### src/rtl/shift_rows_pipe_if.sv
// rtl/shift_rows_pipe_if.sv - valid/ready bundle for the ShiftRows stage
interface shift_rows_pipe_if #(
    parameter int NB    = 4,
    parameter int TAG_W = 4
);
    logic                in_valid;
    logic                in_ready;
    logic                in_inv;
    logic [TAG_W-1:0]    in_tag;
    logic [32*NB-1:0]    in_state;
    logic                out_valid;
    logic                out_ready;
    logic [32*NB-1:0]    out_state;
    logic [TAG_W-1:0]    out_tag;

    modport master (
        output in_valid, in_inv, in_tag, in_state, out_ready,
        input  in_ready, out_valid, out_state, out_tag
    );

    modport slave (
        input  in_valid, in_inv, in_tag, in_state, out_ready,
        output in_ready, out_valid, out_state, out_tag
    );
endinterface

### src/rtl/shift_rows_pipe.sv
// rtl/shift_rows_pipe.sv - registered ShiftRows/InvShiftRows stage with two-entry skid
module shift_rows_pipe #(
    parameter int NB    = 4,
    parameter int TAG_W = 4
) (
    input  logic              clk,
    input  logic              rst_n,
    shift_rows_pipe_if.slave  bus
);
    localparam int W = 32 * NB;

    generate
        if (NB != 4 && NB != 6 && NB != 8) begin : g_bad_nb
            $error("shift_rows_pipe: NB must be 4, 6 or 8");
        end
        if (TAG_W < 1) begin : g_bad_tag
            $error("shift_rows_pipe: TAG_W must be at least 1");
        end
    endgenerate

    logic [W-1:0] fwd;
    logic [W-1:0] inv_p;
    logic [W-1:0] perm;

    // Pure byte re-wiring; the 256-bit variant skips offset 2 on rows 2 and 3.
    for (genvar c = 0; c < NB; c++) begin : g_col
        for (genvar r = 0; r < 4; r++) begin : g_row
            localparam int OFF = (NB == 8 && r >= 2) ? r + 1 : r;
            localparam int SF  = (c + OFF) % NB;
            localparam int SI  = (c - OFF + NB) % NB;
            assign fwd[W-1-32*c-8*r -: 8]   = bus.in_state[W-1-32*SF-8*r -: 8];
            assign inv_p[W-1-32*c-8*r -: 8] = bus.in_state[W-1-32*SI-8*r -: 8];
        end
    end

    assign perm = bus.in_inv ? inv_p : fwd;

    logic [W-1:0]     out_state_q;
    logic [TAG_W-1:0] out_tag_q;
    logic             out_valid_q;
    logic [W-1:0]     skid_state_q;
    logic [TAG_W-1:0] skid_tag_q;
    logic             skid_valid_q;

    logic acc;
    logic pop;

    assign acc = bus.in_valid & ~skid_valid_q;
    assign pop = out_valid_q & bus.out_ready;

    always_ff @(posedge clk or negedge rst_n) begin
        if (!rst_n) begin
            out_state_q  <= '0;
            out_tag_q    <= '0;
            out_valid_q  <= 1'b0;
            skid_state_q <= '0;
            skid_tag_q   <= '0;
            skid_valid_q <= 1'b0;
        end else if (!out_valid_q || pop) begin
            // Skid drains first so order is preserved; acc cannot occur while it is full.
            if (skid_valid_q) begin
                out_state_q  <= skid_state_q;
                out_tag_q    <= skid_tag_q;
                out_valid_q  <= 1'b1;
                skid_valid_q <= 1'b0;
            end else if (acc) begin
                out_state_q <= perm;
                out_tag_q   <= bus.in_tag;
                out_valid_q <= 1'b1;
            end else begin
                out_valid_q <= 1'b0;
            end
        end else if (acc) begin
            skid_state_q <= perm;
            skid_tag_q   <= bus.in_tag;
            skid_valid_q <= 1'b1;
        end
    end

    assign bus.in_ready  = ~skid_valid_q;
    assign bus.out_valid = out_valid_q;
    assign bus.out_state = out_state_q;
    assign bus.out_tag   = out_tag_q;
endmodule

### src/flat_wrapper.sv
// flat-port wrapper written by rule: the top's interface ports become plain ports
module shift_rows_pipe_flat 
#(
    parameter int NB    = 4,
    parameter int TAG_W = 4
)
  (clk, rst_n, bus_in_valid, bus_in_inv, bus_in_tag, bus_in_state, bus_out_ready, bus_in_ready, bus_out_valid, bus_out_state, bus_out_tag);
  shift_rows_pipe_if #(.NB(NB), .TAG_W(TAG_W)) bus_i ();
  input  logic clk;
  input  logic rst_n;
  input wire logic [$bits(bus_i.in_valid)-1:0] bus_in_valid;
  input wire logic [$bits(bus_i.in_inv)-1:0] bus_in_inv;
  input wire logic [$bits(bus_i.in_tag)-1:0] bus_in_tag;
  input wire logic [$bits(bus_i.in_state)-1:0] bus_in_state;
  input wire logic [$bits(bus_i.out_ready)-1:0] bus_out_ready;
  output wire logic [$bits(bus_i.in_ready)-1:0] bus_in_ready;
  output wire logic [$bits(bus_i.out_valid)-1:0] bus_out_valid;
  output wire logic [$bits(bus_i.out_state)-1:0] bus_out_state;
  output wire logic [$bits(bus_i.out_tag)-1:0] bus_out_tag;
  assign bus_i.in_valid = bus_in_valid;
  assign bus_i.in_inv = bus_in_inv;
  assign bus_i.in_tag = bus_in_tag;
  assign bus_i.in_state = bus_in_state;
  assign bus_i.out_ready = bus_out_ready;
  assign bus_in_ready = bus_i.in_ready;
  assign bus_out_valid = bus_i.out_valid;
  assign bus_out_state = bus_i.out_state;
  assign bus_out_tag = bus_i.out_tag;
  shift_rows_pipe #(.NB(NB), .TAG_W(TAG_W)) u_core (.clk(clk), .rst_n(rst_n), .bus(bus_i));
endmodule
### config.mk
export PLATFORM = sky130hd
export DESIGN_NAME = shift_rows_pipe_flat
export DESIGN_NICKNAME = d
export VERILOG_FILES = /design/src/rtl/shift_rows_pipe_if.sv /design/src/rtl/shift_rows_pipe.sv /design/src/flat_wrapper.sv
export SDC_FILE = /design/constraint.sdc
export NUM_CORES = 1
export LEC_CHECK = 0
export BUFFER_PORTS_ARGS = -buffer_cell sky130_fd_sc_hd__buf_2
export CAP_MARGIN = 20
export CORE_MARGIN = 3
export CORE_UTILIZATION = 40
export CTS_BUF_LIST = sky130_fd_sc_hd__clkbuf_2
export DETAILED_ROUTE_END_ITERATION = 7
export MAX_ROUTING_LAYER = met4
export PLACE_DENSITY = 0.63
export SYNTH_ARGS = -nofsm -noshare
export SYNTH_HDL_FRONTEND = slang
export SYNTH_SLANG_ARGS = --single-unit
### constraint.sdc
create_clock -name clk -period 1.95 [get_ports clk]
set_clock_uncertainty 0.05 [all_clocks]
set_input_delay 0.195 -clock clk [delete_from_list [all_inputs] [get_ports clk]]
set_output_delay 0.195 -clock clk [all_outputs]
set_load 0.02 [all_outputs]
Yosys cells after proc, flatten, opt, wreduce, memory -nomap -nowiden:

Cells that the tools add are included.

* muxes and demuxes: 9
* bitwise logic cells: 4
* reduce and logical (&&, ||, !) cells: 6

Operator list (number)
* 128-bit 2-to-1 mux: 2
* 120-bit 2-to-1 mux: 1
* 4-bit 2-to-1 mux: 2
* 1-bit 2-to-1 mux: 4
* 2-bit AND reduction: 2
* 2-bit nonzero test: 2
* 1-bit bitwise AND: 2
* 1-bit inverter: 2
* 1-bit zero test: 1
* 1-bit logical OR: 1

* bits in registers: 266
* bits of input ports: 137

Logic depth before layout (Yosys ltp):

* depth after elaboration: 4
* depth in mapped cells: 7
* mapped depth without buffers: 3

Worst setup path after synthesis:

Ideal clock, no wire load.

* kind: register to register
* from: register u_core.out_valid_q, in the netlist u_core.bus.out_valid
* to: register u_core.out_state_q[100], in the netlist u_core.bus.out_state[100]
* setup time: 118 ps
* arrival: 1495 ps
* required time: 1782 ps
* slack: 287 ps
* stages on the path, launching flop included: 8
* buffers on the path: 4
* period minus slack after synthesis: 1663 ps
* cell sequence: dfrtp_1 -> nor2b_1 -> buf_6 -> or2_1 -> buf_6 -> buf_6 -> buf_6 -> a21o_1

* word-level cells in the longest chain between the ends: 3
* elaborated cells between the ends (all ways): 4

Ends and longest elaborated chain
* start: declaration: line shift_rows_pipe.sv:40 `logic out_valid_q;`
* start signal: assignment: line shift_rows_pipe.sv:55 `out_valid_q <= 1'b0;`
* start signal: assignment: line shift_rows_pipe.sv:64 `out_valid_q <= 1'b1;`
* start signal: assignment: line shift_rows_pipe.sv:69 `out_valid_q <= 1'b1;`
* 1-bit bitwise AND or 1-bit zero test (tied branches): line shift_rows_pipe.sv:49, shift_rows_pipe.sv:59
* 1-bit logical OR *: line shift_rows_pipe.sv:59 `end else if (!out_valid_q || pop) begin`
* 2-bit AND reduction (no source line) *
* end signal: assignment: line shift_rows_pipe.sv:62 `out_state_q <= skid_state_q;`
* end signal: assignment: line shift_rows_pipe.sv:67 `out_state_q <= perm;`
* end: declaration: line shift_rows_pipe.sv:38 `logic [W-1:0] out_state_q;`

Every way passes the cells marked *; elsewhere a longest branch is shown, timed or not.
A chain may end at the register's enable or synchronous reset.

Worst setup path in the final report:

* from: input bus_in_inv
* to: register u_core.out_state_q[48], in the netlist u_core.bus.out_state[48]

* word-level cells in the longest chain between the ends: 3

Ends and longest elaborated chain
* start: declaration: line flat_wrapper.sv:12 `input wire logic [$bits(bus_i.in_inv)-1:0] bus_in_inv;`
* 120-bit 2-to-1 mux: line shift_rows_pipe.sv:36 `assign perm = bus.in_inv ? inv_p : fwd;`
* 128-bit 2-to-1 mux: line shift_rows_pipe.sv:66 `end else if (acc) begin`
* 128-bit 2-to-1 mux: line shift_rows_pipe.sv:61 `if (skid_valid_q) begin`

Every way passes these cells. The select of a mux whose other input is x is not followed.

==> impl_metrics.ini <==
[synthesis]
synthCells = 1018
synth_common_cells = 266 x dfrtp_1, 132 x mux2i_1, 119 x o21ai_0
synthFlopType = dfrtp_1
synth_top_cells_by_area = dfrtp_1 55%, mux2i_1 11%, mux2_2 6.7%
synth_edf_count = 0
synth_most_common_cell = dfrtp_1
yosysUniqueCellTypes = 22
yosys_warnings = 0
synth_top_area_share_pct = 55.20
syn_nets = 1155
synth_seq_area_share_pct = 55.20
yosysTopAreaCell = dfrtp_1
syn_area_per_cell_um2 = 11.84
ys_async_sr_fraction_pct = 100.0
synth_seq_cells = 266
syn_area_um2 = 12060

[timing]
finalHoldViolCount = 0
setup-tns-final_ns = -0.1008
fmax_mhz = 494.3
rsz0062_at_grt = yes
setup_viol_count_final = 6
slew_violations = 0
period_share_pct = 103.7
period_needed_ns = 2.023
setup_ws_ns = -0.07299
slew_headroom_pct = 52.84
worstMarginPinSlew_ns = 0.6896

[worst_setup_path]
worst-path-buf-inv = 4
crit_family = buffers and inverters
required_ns = 2.63
cp_slowest_stage_delay_ns = 0.67
slowest_stage = a2111oi_0
crit_start = bus_in_inv
crit_chain = dlygate4sd3_1, buf_4, buf_12, mux2i_1, dlygate4sd3_1, a2111oi_0, a21o_1
start_kind = primary input
critical_path_class = in -> reg
worstSetupEndpointType = register
path_max_fanout = 19
cpMostUsedCell = dlygate4sd3_1
arrival_ns = 2.70
r2r_start = u_core.skid_valid_q

[drt]
vias = 10200
wl_per_cell_um = 18.52
routed_wl_mm = 36.29
dr.pass1.iters = 5
drc = 0
ant_nets = 0
drtIter0Drc = 691
via_per_inst = 5.206

[cells_and_area]
final_util_pct = 58.80
area_growth_syn_to_layout_pct = 42.23
nets = 1663
drive_gt1_share_pct = 33.63
fin_area_um2 = 17150
final_cell_count_no_fill = 1959

[place]
gp_congestion = 0.7697
portBuffers = 270
hpwl_mm = 20.35
placedCellCount = 1616
placed_area_um2 = 13850

[power]
clkPwrFrac_pct = 26.0
ir_worst_vdd_v = 0.0005108
swShare_pct = 33.51
report.power.total_mw = 16.04
p_comb_share_pct = 28.1
power_frac_seq_pct = 45.9
p_sw_mw = 5.375
leakage_nw = 8.140
power.density_nw_per_um2 = 935.4
p_int_mw = 10.67

[floorplan]
num_io_pins = 271
std_cell_rows = 62
die_w_um = 179.6
dieArea_um2 = 32260
dieHeight_um = 179.6
initial_core_util_pct = 41.34
core_um2 = 29170

[hold_path]
hold_start = bus_in_state[93]
hold_path_class = in -> reg

[grt]
overflow = 0
grt_max_degree = 70
grtUsageTotal_pct = 22.43
antenna_found_initial = 2
grt_pass1_vias = 11020
grt_pass1_wl_mm = 58.22

[flow_run]
maxCapViolCount = 0

[clock_tree]
clkTransAtPathRegs_ns = 0.10
cts_buffers = 72
clockBufferDepth = 3
clock_latency_ns = 0.84
cts_root_buffer = clkbuf_2
cts_tree = yes
htreeDepth = 3
cts_sinks = 266

[run_status]
status = finished, violations left
violations = setup timing
[layer usage]
| metal | vias to the layer above | wire (um) | track usage, % |
|---|---|---|---|
| met4 | 0 | 605 | 6.869 |
| met2 | 358 | 17100 | 35.48 |
| met5 | - | 0 | - |
| li1 | 4751 | - | - |
| met3 | 41 | 2795 | 6.487 |
| met1 | 5049 | 15790 | 28.09 |
[logic make-up after synthesis]
logic type             after synthesis  synth area share (%)
buffers and inverters               94                 4.836
DFF                                266                 55.20
muxes                              208                 18.06
AOI/OAI and AO/OA                  324                 16.56
and+or+nand+nor                    126                 5.344
[metrics by stage]
stage	setup WS (ns)	hold slack, ns
floorplan	0.2874	-0.1506
global placement	0.09670	0.08955
detailed placement	0.09563	0.09264
CTS	-0.07940	0.001706
global route	-0.03044	0.03548
finish	-0.07299	0.1155
[area by class of cell]
cell class / instances / area (um2)
inverter: 1 / 16.27
fill: 2453 / 12020
tap: 384 / 480.5
timing repair buffer: 527 / 4368
sequential: 266 / 6660
multi-input combinational: 658 / 4945
antenna: 2 / 5.005
clock inverter: 11 / 125.1
clock buffer: 110 / 550.5
[flip-flops by register name (all words and copies together) (netlist names)]
| register | flops |
|---|---|
| u_core.skid_state_q | 128 |
| u_core.bus.out_state | 128 |
| u_core.skid_valid_q | 1 |
| u_core.bus.out_tag | 4 |
| u_core.bus.out_valid | 1 |
| u_core.skid_tag_q | 4 |
[repair_timing]
action,4_1_cts,5_1_grt
pin swaps,4,3
gates resized for setup,25,40
setup buffers,10,6
gates cloned,7,5
setup endpoints to repair,1,121
endpoints found under the hold margin,528,0
hold buffers,195,0
[worst register-to-register path, delay by kind of cell, from the launching register on]
kind / cells / cell delay [ns]
buf+inv: 4 / 0.58
flops: 1 / 0.52
mux: 1 / 0.31
simple gates: 1 / 0.41
[layout by cell type (no fill, tap or decap), types with 6 or more instances in the layout]
master / instances
a2111oi_0: 47
a2111oi_1: 11
a21o_1: 60
a21oi_1: 60
buf_12: 19
buf_16: 6
buf_2: 267
buf_4: 23
clkbuf_2: 110
clkinv_1: 6
dfrtp_1: 265
dlygate4sd3_1: 194
mux2_2: 51
mux2_4: 21
mux2i_1: 132
nor2_1: 59
nor2b_1: 61
o21ai_0: 115
o21ai_1: 29
[path summary, 6_finish.rpt]
kind,endpoint,slack (ns),cells past startpoint
worst min register to register,u_core.bus.out_state[48],0.43,1
worst min-delay path,u_core.skid_state_q[93],0.12,3
max in group asynchronous,u_core.bus.out_state[82],0.93,4
min in group asynchronous,u_core.bus.out_state[69],0.48,4
worst max register to register,u_core.skid_state_q[25],-0.01,6
worst max-delay path,u_core.bus.out_state[48],-0.07,7
[power by group through the flow]
stage | sequential, mW | combinational (mW) | clock [mW]
after global routing | 7.51 | 4.89 | 4.63
final | 7.37 | 4.50 | 4.18
after floorplan | 8.03 | 1.76 | 0
after CTS | 7.34 | 4.40 | 4.33
after global placement | 7.40 | 3.79 | 0
after detailed placement | 7.44 | 3.88 | 0
Power figures use the tool's default switching activity.
